===== config.mk =====
export PLATFORM = sky130hd
export DESIGN_NAME = env_note_player
export DESIGN_NICKNAME = d
export VERILOG_FILES = /design/src/rtl/env_note_player.sv
export SDC_FILE = /design/constraint.sdc
export NUM_CORES = 1
export LEC_CHECK = 0
export ABC_AREA = 1
export BUFFER_PORTS_ARGS = -buffer_cell sky130_fd_sc_hd__buf_4
export CORE_MARGIN = 2
export CORE_UTILIZATION = 56
export CTS_CLUSTER_DIAMETER = 50
export DETAILED_ROUTE_END_ITERATION = 8
export GPL_TIMING_DRIVEN = 0
export PLACE_DENSITY = 0.79
export SKIP_LAST_GASP = 1
export SYNTH_ARGS = -nofsm -noshare
export SYNTH_HDL_FRONTEND = slang
export SYNTH_SLANG_ARGS = --single-unit

===== constraint.sdc =====
create_clock -name clk -period 4.3 [get_ports clk]
set_input_delay 0.43 -clock clk [delete_from_list [all_inputs] [get_ports clk]]
set_output_delay 0.43 -clock clk [all_outputs]
set_load 0.01 [all_outputs]

===== src/rtl/env_note_player.sv =====
// env_note_player: single-voice note player with a phase accumulator and a
// linear attack/release envelope. It loads a note and a duration from the
// song reader, counts 48 Hz beats, drives the frequency ROM and the sine ROM,
// and hands enveloped samples to the codec on a request/ready handshake.
module env_note_player #(
   parameter int NOTE_W       = 6,
   parameter int DUR_W        = 6,
   parameter int STEP_W       = 20,
   parameter int ADDR_W       = 10,
   parameter int SAMPLE_W     = 16,
   parameter int ENV_W        = 8,
   parameter int ATTACK_STEP  = 8,
   parameter int RELEASE_STEP = 4
) (
   input  logic                       clk,
   input  logic                       reset,
   input  logic                       play_enable,
   input  logic                       load_new_note,
   input  logic [NOTE_W-1:0]          note_to_load,
   input  logic [DUR_W-1:0]           duration_to_load,
   input  logic                       beat,
   input  logic                       generate_next_sample,
   output logic                       done_with_note,
   output logic [NOTE_W-1:0]          note_addr,
   input  logic [STEP_W-1:0]          step_size,
   output logic [ADDR_W-1:0]          sine_addr,
   input  logic signed [SAMPLE_W-1:0] sine_data,
   output logic signed [SAMPLE_W-1:0] sample_out,
   output logic                       new_sample_ready
);

   typedef enum logic [2:0] {
      S_IDLE,
      S_LOAD1,
      S_LOAD2,
      S_PLAY,
      S_RELEASE,
      S_DONE
   } state_t;

   localparam logic [ENV_W-1:0] GAIN_FULL = '1;
   localparam logic [ENV_W:0]   ATK_INC   = (ENV_W+1)'(ATTACK_STEP);
   localparam logic [ENV_W-1:0] REL_DEC   = ENV_W'(RELEASE_STEP);
   localparam logic [DUR_W-1:0] DUR_ONE   = DUR_W'(1);
   localparam int               PROD_W    = SAMPLE_W + ENV_W + 1;

   // control state
   state_t               state_q;
   logic [NOTE_W-1:0]    note_q;
   logic [DUR_W-1:0]     dur_q;
   logic [DUR_W-1:0]     beat_cnt_q;
   logic [STEP_W-1:0]    step_q;
   logic                 done_q;

   // oscillator / envelope state
   logic [STEP_W-1:0]    phase_q, phase_d;
   logic [ENV_W-1:0]     gain_q, gain_d;
   logic [ENV_W:0]       gain_sum;

   // sample pipeline: request cycle -> ROM read cycle -> output
   logic [ADDR_W-1:0]    sine_addr_q;
   logic                 req1_q;
   logic [ENV_W-1:0]     gain1_q;
   logic signed [SAMPLE_W-1:0] sample_q;
   logic                 ready_q;
   logic signed [PROD_W-1:0]   prod;

   logic playing;
   logic load_ok;

   assign playing  = (state_q == S_PLAY) || (state_q == S_RELEASE);
   // A load is accepted everywhere except in the two ROM access states.
   assign load_ok  = play_enable && load_new_note &&
                     (state_q != S_LOAD1) && (state_q != S_LOAD2);
   assign gain_sum = {1'b0, gain_q} + ATK_INC;

   // Next phase and gain: cleared on disable/load, otherwise stepped by a request
   always_comb begin
      phase_d = phase_q;
      gain_d  = gain_q;
      if (!play_enable || load_ok) begin
         phase_d = '0;
         gain_d  = '0;
      end else if (generate_next_sample && playing) begin
         phase_d = phase_q + step_q;
         if (state_q == S_PLAY) begin
            gain_d = gain_sum[ENV_W] ? GAIN_FULL : gain_sum[ENV_W-1:0];
         end else begin
            gain_d = (gain_q > REL_DEC) ? (gain_q - REL_DEC) : '0;
         end
      end
   end

   // Signed sine times unsigned gain; gain is zero-extended so it stays positive
   assign prod = $signed({{(ENV_W+1){sine_data[SAMPLE_W-1]}}, sine_data}) *
                 $signed({{(SAMPLE_W+1){1'b0}}, gain1_q});

   // Note FSM: load handshake, beat counting, release and done flag
   always_ff @(posedge clk or posedge reset) begin
      if (reset) begin
         state_q    <= S_IDLE;
         note_q     <= '0;
         dur_q      <= '0;
         beat_cnt_q <= '0;
         step_q     <= '0;
         done_q     <= 1'b0;
      end else if (!play_enable) begin
         state_q    <= S_IDLE;
         note_q     <= '0;
         dur_q      <= '0;
         beat_cnt_q <= '0;
         step_q     <= '0;
         done_q     <= 1'b0;
      end else if (load_ok) begin
         // load wins over a coinciding beat expiry or release completion
         state_q    <= S_LOAD1;
         note_q     <= note_to_load;
         dur_q      <= duration_to_load;
         beat_cnt_q <= '0;
         done_q     <= 1'b0;
      end else begin
         case (state_q)
            S_LOAD1: state_q <= S_LOAD2;
            S_LOAD2: begin
               // frequency ROM has had a full cycle on note_addr
               step_q <= step_size;
               if (dur_q == '0) begin
                  state_q <= S_DONE;
                  done_q  <= 1'b1;
               end else begin
                  state_q <= S_PLAY;
               end
            end
            S_PLAY: begin
               if (beat) begin
                  beat_cnt_q <= beat_cnt_q + DUR_ONE;
                  if (beat_cnt_q == dur_q - DUR_ONE) state_q <= S_RELEASE;
               end
            end
            S_RELEASE: begin
               if (gain_q == '0) begin
                  state_q <= S_DONE;
                  done_q  <= 1'b1;
               end
            end
            default: ;
         endcase
      end
   end

   // Phase/gain registers and the two-stage sample pipeline
   always_ff @(posedge clk or posedge reset) begin
      if (reset) begin
         phase_q     <= '0;
         gain_q      <= '0;
         sine_addr_q <= '0;
         req1_q      <= 1'b0;
         gain1_q     <= '0;
         sample_q    <= '0;
         ready_q     <= 1'b0;
      end else begin
         phase_q <= phase_d;
         gain_q  <= gain_d;
         // address from the freshly advanced phase; ROM data is sampled next cycle
         if (generate_next_sample) sine_addr_q <= phase_d[STEP_W-1 -: ADDR_W];
         req1_q  <= generate_next_sample;
         gain1_q <= gain_d;
         ready_q <= req1_q;
         // in-flight samples still complete after a disable, but as silence
         if (req1_q) sample_q <= play_enable ? SAMPLE_W'(prod >>> ENV_W) : '0;
      end
   end

   assign done_with_note   = done_q;
   assign note_addr        = note_q;
   assign sine_addr        = sine_addr_q;
   assign sample_out       = sample_q;
   assign new_sample_ready = ready_q;

endmodule


# Word-level counts from Yosys, hierarchy flattened
# Index checks and enable logic that the tools add are counted.
dict set report op_classes {
  n_eq_ne 18
  n_addsub 5
  n_reduce_logical 14
  order_cmp 1
  n_mux 31
  mul 1
}
# cell n
set ops {}
lappend ops {{$mux 20} 5}
lappend ops {{$mux 6} 8}
lappend ops {{$mux 8} 5}
lappend ops {{$mul 16x9->24} 1}
lappend ops {{$add 20x20->20} 1}
lappend ops {{$mux 3} 6}
lappend ops {{$mux 16} 1}
lappend ops {{$pmux 3 s4} 1}
lappend ops {{$add 8x4->9 const B} 1}
lappend ops {{$ne 3x1->1 const B} 3}
lappend ops {{$gt 8x3->1 const B} 1}
lappend ops {{$logic_not 8->1} 1}
lappend ops {{$ne 4x3->1 const B} 2}
lappend ops {{$ne 4x4->1 const B} 2}
lappend ops {{$sub 8x3->8 const B} 1}
lappend ops {{$add 6x1->6 const B} 1}
lappend ops {{$eq 3x2->1 const B} 2}
lappend ops {{$eq 6x6->1} 1}
lappend ops {{$logic_not 6->1} 1}
lappend ops {{$ne 6x1->1 const B} 1}
lappend ops {{$sub 6x1->6 const B} 1}
lappend ops {{$logic_and 1x1->1} 4}
lappend ops {{$mux 1} 4}
lappend ops {{$ne 2x1->1 const B} 2}
lappend ops {{12 further kinds} 14}
dict set report word_totals {
  ff_bits 98
  inputBits 54
}

# Depth between registers and ports, before layout
dict set report depth {
  word_depth 7
  mapped_depth 24
  ltp_nobuf 22
}

# Worst setup path before layout
# Ideal clock, no wire load.
dict set report synth_path {
  path_type {reg2reg}
  from {register gain1_q[5]}
  to {register sample_q[13] (netlist: sample_out[13])}
  arrival_time_ps 4617
  path_buffers 3
  stages_incl_launch_ff 21
  setup_slack_ps -400
  required_time_ps 4217
  cell_sequence {dfrtp_1 -> clkbuf_1 -> clkbuf_1 -> buf_1 -> nand2_1 -> fa_1 -> inv_1 -> fa_1 -> fa_1 -> inv_1 -> fa_1 -> inv_1 -> ha_1 -> a21oi_1 -> a21boi_0 -> nand2_1 -> nand2_1 -> nand4_1 -> nand2_1 -> nand2_1 -> o21ai_0}
}
dict set report synth_between {
  elab_chain_cells 2
}
# item line_no
set synth_rtl {}
lappend synth_rtl {{start, declared} 63} ;# logic [ENV_W-1:0] gain1_q;
lappend synth_rtl {{start signal, assigned} 167} ;# gain1_q <= gain_d;
lappend synth_rtl {{$mul 16x9->24} 95} ;# assign prod = $signed({{(ENV_W+1){sine_data[SAMPLE_W-1]}}, sine_data}) *
lappend synth_rtl {{$mux 16} 170} ;# if (req1_q) sample_q <= play_enable ? SAMPLE_W'(prod >>> ENV_W) : '0;
lappend synth_rtl {{end signal, assigned} 170}
lappend synth_rtl {{end, declared} 64} ;# logic signed [SAMPLE_W-1:0] sample_q;
# Every way passes these cells.
# A chain may end at the register's enable or synchronous reset.

# Final worst setup path
dict set report layout_path {
  from {register gain1_q[5]}
  to {register sample_q[8] (netlist: sample_out[8])}
}
# The elaborated chain is that of the path after synthesis.

==> reports/results.md <==
| Item | Reported | Unit |
|---|---|---|
| Final critical-path share of the clock period | 101 | % |
| Area share of the leading cell type in the synthesized netlist | 24.2 | % |
| Cell area after synthesis | 10000 | µm² |
| Instance area at placement | 11000 | µm² |
| Post-synth EDFFs | 0 | - |
| RSZ-0062 raised after global routing | yes | - |
| Timing-limited maximum frequency | 0.229 | GHz |
| Root cell of the clock tree | sky130_fd_sc_hd__clkbuf_16 | - |
| Inserted Clock Buffers | 9 | - |
| Wire length on met1 | 11400 | µm |
| Outcome | finished, violations left | - |
| Internal power summed over all cells | 2.59 | mW |
| Fraction of power consumed by sequential logic | 24.7 | % |
| Total global-route track usage | 28.7 | % |
| Non-filler instance count after layout | 1716 | - |
| Failing checks | setup timing | - |
| Post-synthesis average cell area | 7.45 | µm² |
| Post-CTS clock slew at the launch and capture registers of the worst setup and hold paths | 0.07 | ns |
| Library cells used by synthesis | 45 | - |
| Leading register cell type out of synthesis | sky130_fd_sc_hd__dfrtp_1 | - |
| Required @ worst endpoint | 4.53 | ns |
| Fraction of registers with async set or reset after synthesis | 100 | % |
| Power density over the cells | 368 | nW/µm² |
| Number of failing setup endpoints in the final timing report | 2 | - |
| Height of the chip | 138 | µm |
| Largest net degree at the start of global routing | 69 | - |
| Vias in the first global route | 9080 | - |
| Sequential area share after synthesis | 24.2 | % |
| Mean routed wirelength per cell | 16.0 | µm |
| Vias per cell | 5.44 | - |
| I/O pin count | 88 | - |
| Worst-case hold slack | 0.0829 | ns |
| Total Routed Length | 27500 | µm |
| Worst Hold Class | in2async | - |
| Worst-case vdd ir drop | 0.278 | mV |
| Wire length of the first global-routing pass | 42800 | µm |
| Actual transition at the worst max-transition pin | 0.644 | ns |
| Top cells by instance count after synthesis | sky130_fd_sc_hd__nand2_1 (396), sky130_fd_sc_hd__inv_1 (270), sky130_fd_sc_hd__dfrtp_1 (97), sky130_fd_sc_hd__fa_1 (97), sky130_fd_sc_hd__nand3_1 (72) | - |
| Post-Route Setup TNS | -0.0778 | ns |
| Grt total ovfl | 0 | - |
| Fin. max-slew vios | 0 | - |
| Inst Count DP | 1656 | - |
| Total number of H-tree levels | 3 | - |
| Antenna violations before repair | 0 | - |
| Critical path arrival | 4.59 | ns |
| Wire length on met2 | 13100 | µm |
| Residual antenna-violating net count after detailed routing | 0 | - |
| Clock network power share | 19.0 | % |
| Critical path launch point type | register | - |
| Sw power | 1.98 | mW |
| DP Wirelength | 19600 | µm |
| Total design power | 4.58 | mW |
| Max cap viols | 0 | - |
| Combinational cell fraction of total power | 56.3 | % |
| LEAKAGE | 7.05 | nW |
| Placeable Area | 17400 | µm² |
| Largest area contributor in the netlist | sky130_fd_sc_hd__dfrtp_1 | - |
| Top layer in use | met4 | - |
| Die Wd | 138 | µm |
| Maximum fanout along the worst path | 7 | - |
| Flops & latches, synth | 97 | - |
| Post-route cell area | 12400 | µm² |
| Initial Utilization | 57.5 | % |
| Drc violations | 0 | - |
| Switching part of the total | 43.3 | % |
| Worst Clk Skew | 0.0128 | ns |
| Synth Net Count | 1565 | - |
| Fill cell instance count of the final layout | 1326 | - |
| Synth top area cells | sky130_fd_sc_hd__dfrtp_1 (24%), sky130_fd_sc_hd__fa_1 (19%), sky130_fd_sc_hd__nand2_1 (15%) | - |
| Routability congestion estimate | 0.957 | - |
| # nets final | 1708 | - |
| Clk sinks | 97 | - |
| Total number of placement rows | 48 | - |
| Synthesis-to-finish area growth | 24.2 | % |
| IO Port Bufs | 87 | - |
| Met3 wire length | 2250 | µm |
| Post-Syn Instances | 1343 | - |
| Cts-stage hold buffer count | 0 | - |
| Yosys Warn Count | 0 | - |
| Post-route minimum period | 4.36 | ns |
| Slew Limit Headroom | 57.1 | % |
| Slack of the critical path | -0.0575 | ns |
| Endpoint kind of the worst setup timing path | register | - |
| Share of final-layout standard cells stronger than drive strength 1 | 21.4 | % |
| First-pass iteration count of the detailed router | 7 | - |
| Via Count | 9338 | - |
| Total count of hold-check failures in the final report | 0 | - |
| Setup CP Type | reg2reg | - |
| Leading cell type by number of instances after synthesis | sky130_fd_sc_hd__nand2_1 | - |
| Clock insertion delay at the later pin of the skew report | 0.35 | ns |
| Buffer levels on the longest clock path | 2 | - |
| Count of routing violations after the opening detailed-route iteration | 716 | - |
| CTS tree | yes | - |
| Die ar. | 19000 | µm² |
state kept, by name, summed over array words and instances (netlist names):
signal	cells
note_addr	6
beat_cnt_q	6
done_with_note	1
gain1_q	7
phase_q	20
sine_addr	10
req1_q	1
state_q	3
step_q	20
new_sample_ready	1
dur_q	6
sample_out	16
layout make-up:
cell class / count / area [µm²] / share of cell area (%)
multi-input combinational: 936 / 7010 / 56.4
clock buffer: 10 / 229 / 1.84
tap: 225 / 282 / 2.26
sequential: 97 / 2430 / 19.5
buffer: 31 / 253 / 2.03
timing repair buffer: 135 / 1100 / 8.85
antenna: 1 / 2.50 / 0.0201
clock inverter: 5 / 86.3 / 0.694
inverter: 276 / 1040 / 8.37
worst max-delay path, stage by stage, from the launching register on:
cell                      delay (ns)
sky130_fd_sc_hd__dfrtp_1        0.36
sky130_fd_sc_hd__buf_8          0.15
sky130_fd_sc_hd__buf_8          0.15
sky130_fd_sc_hd__nand2_1        0.08
sky130_fd_sc_hd__fa_1           0.54
sky130_fd_sc_hd__inv_1          0.05
sky130_fd_sc_hd__fa_1           0.45
sky130_fd_sc_hd__fa_1           0.52
sky130_fd_sc_hd__inv_1          0.05
sky130_fd_sc_hd__fa_1           0.50
sky130_fd_sc_hd__inv_2          0.05
sky130_fd_sc_hd__ha_4           0.27
sky130_fd_sc_hd__a21o_1         0.23
sky130_fd_sc_hd__nor2_2         0.16
sky130_fd_sc_hd__nand2_2        0.09
sky130_fd_sc_hd__nand2_1        0.09
sky130_fd_sc_hd__nand2_2        0.12
sky130_fd_sc_hd__nand2_1        0.11
sky130_fd_sc_hd__nand3_1        0.09
sky130_fd_sc_hd__nand3_2        0.12
sky130_fd_sc_hd__nand2_1        0.06
metal layers:
metal	up-vias	track usage, %
met5	-	0
met4	0	7.77
met3	79	6.62
met2	383	47.2
met1	4456	38.4
li1	4420	-
final timing paths:
| check | startpoint | end | slack, ns | cells past startpoint |
|---|---|---|---|---|
| max | gain1_q[5]$_DFFE_PP0P_ | sample_out[8]$_DFFE_PP0P_ | -0.06 | 20 |
| min | reset | sample_out[8]$_DFFE_PP0P_ | 0.08 | 2 |
| max reg2reg | gain1_q[5]$_DFFE_PP0P_ | sample_out[8]$_DFFE_PP0P_ | -0.06 | 20 |
| min reg2reg | req1_q$_DFF_PP0_ | new_sample_ready$_DFF_PP0_ | 0.43 | 0 |
| max in group asynchronous | reset | gain1_q[6]$_DFFE_PP0P_ | 3.56 | 3 |
| min in group clk | generate_next_sample | req1_q$_DFF_PP0_ | 0.26 | 1 |
per-stage QoR:
| step | worst slack [ns] | util [%] |
|---|---|---|
| final | -0.0575 | 71.4 |
| after global routing | -0.228 | 71.4 |
| after CTS | -0.0430 | 68.1 |
| after detailed placement | -0.724 | 63.1 |
| after global placement | -0.639 | 63.0 |
| after floorplan | 0.0211 | - |
timing repair:
| item | in CTS | in global routing |
|---|---|---|
| cloned | 0 | 3 |
| pin swaps | 42 | 77 |
| endpoints found under the setup margin | 16 | 14 |
| buffers inserted | 24 | 20 |
| resized for setup | 93 | 118 |
cells by family (layout without fill, tap and decap cells):
kind of cell	count (synthesis)	in the layout	synth area share, %
simple gates	578	578	24.1
buf+inv	310	457	11.8
fa+ha+maj	168	168	28.3
compound gates	167	167	9.35
flops	97	97	24.2
xor+xnor	23	23	2.15
other cells	0	1	0
power by group through the flow:
stage / logic, mW / clock network [mW] / registers, mW
4_1_cts: 2.14 / 0.878 / 1.13
6_report: 2.58 / 0.871 / 1.13
3_5_place_dp: 1.84 / 0 / 1.14
2_1_floorplan: 1.26 / 0 / 1.14
5_1_grt: 2.84 / 0.918 / 1.14
3_3_place_gp: 1.77 / 0 / 1.14
placed cells by master (no fill, tap or decap), drive strengths merged, types with 2 or more instances in the layout:
master and instances:
o221ai 2, fa 97, nand2 399, o21bai 6
dfrtp 97, nor4 4, bufinv 2, clkinv 2
a22o 2, buf 152, nor3 10, and2 4
o21ai 70, xnor2 11, nand4 10, nor2 72
o211ai 2, a31oi 2, o22ai 3, nand3b 3
inv 277, a21o 6, a21oi 65, or2 2
o31ai 2, a21boi 4, o21a 2, xor2 11
ha 71, clkbuf 24, nand3 74
Note: power is estimated with default switching activity, not from simulation.
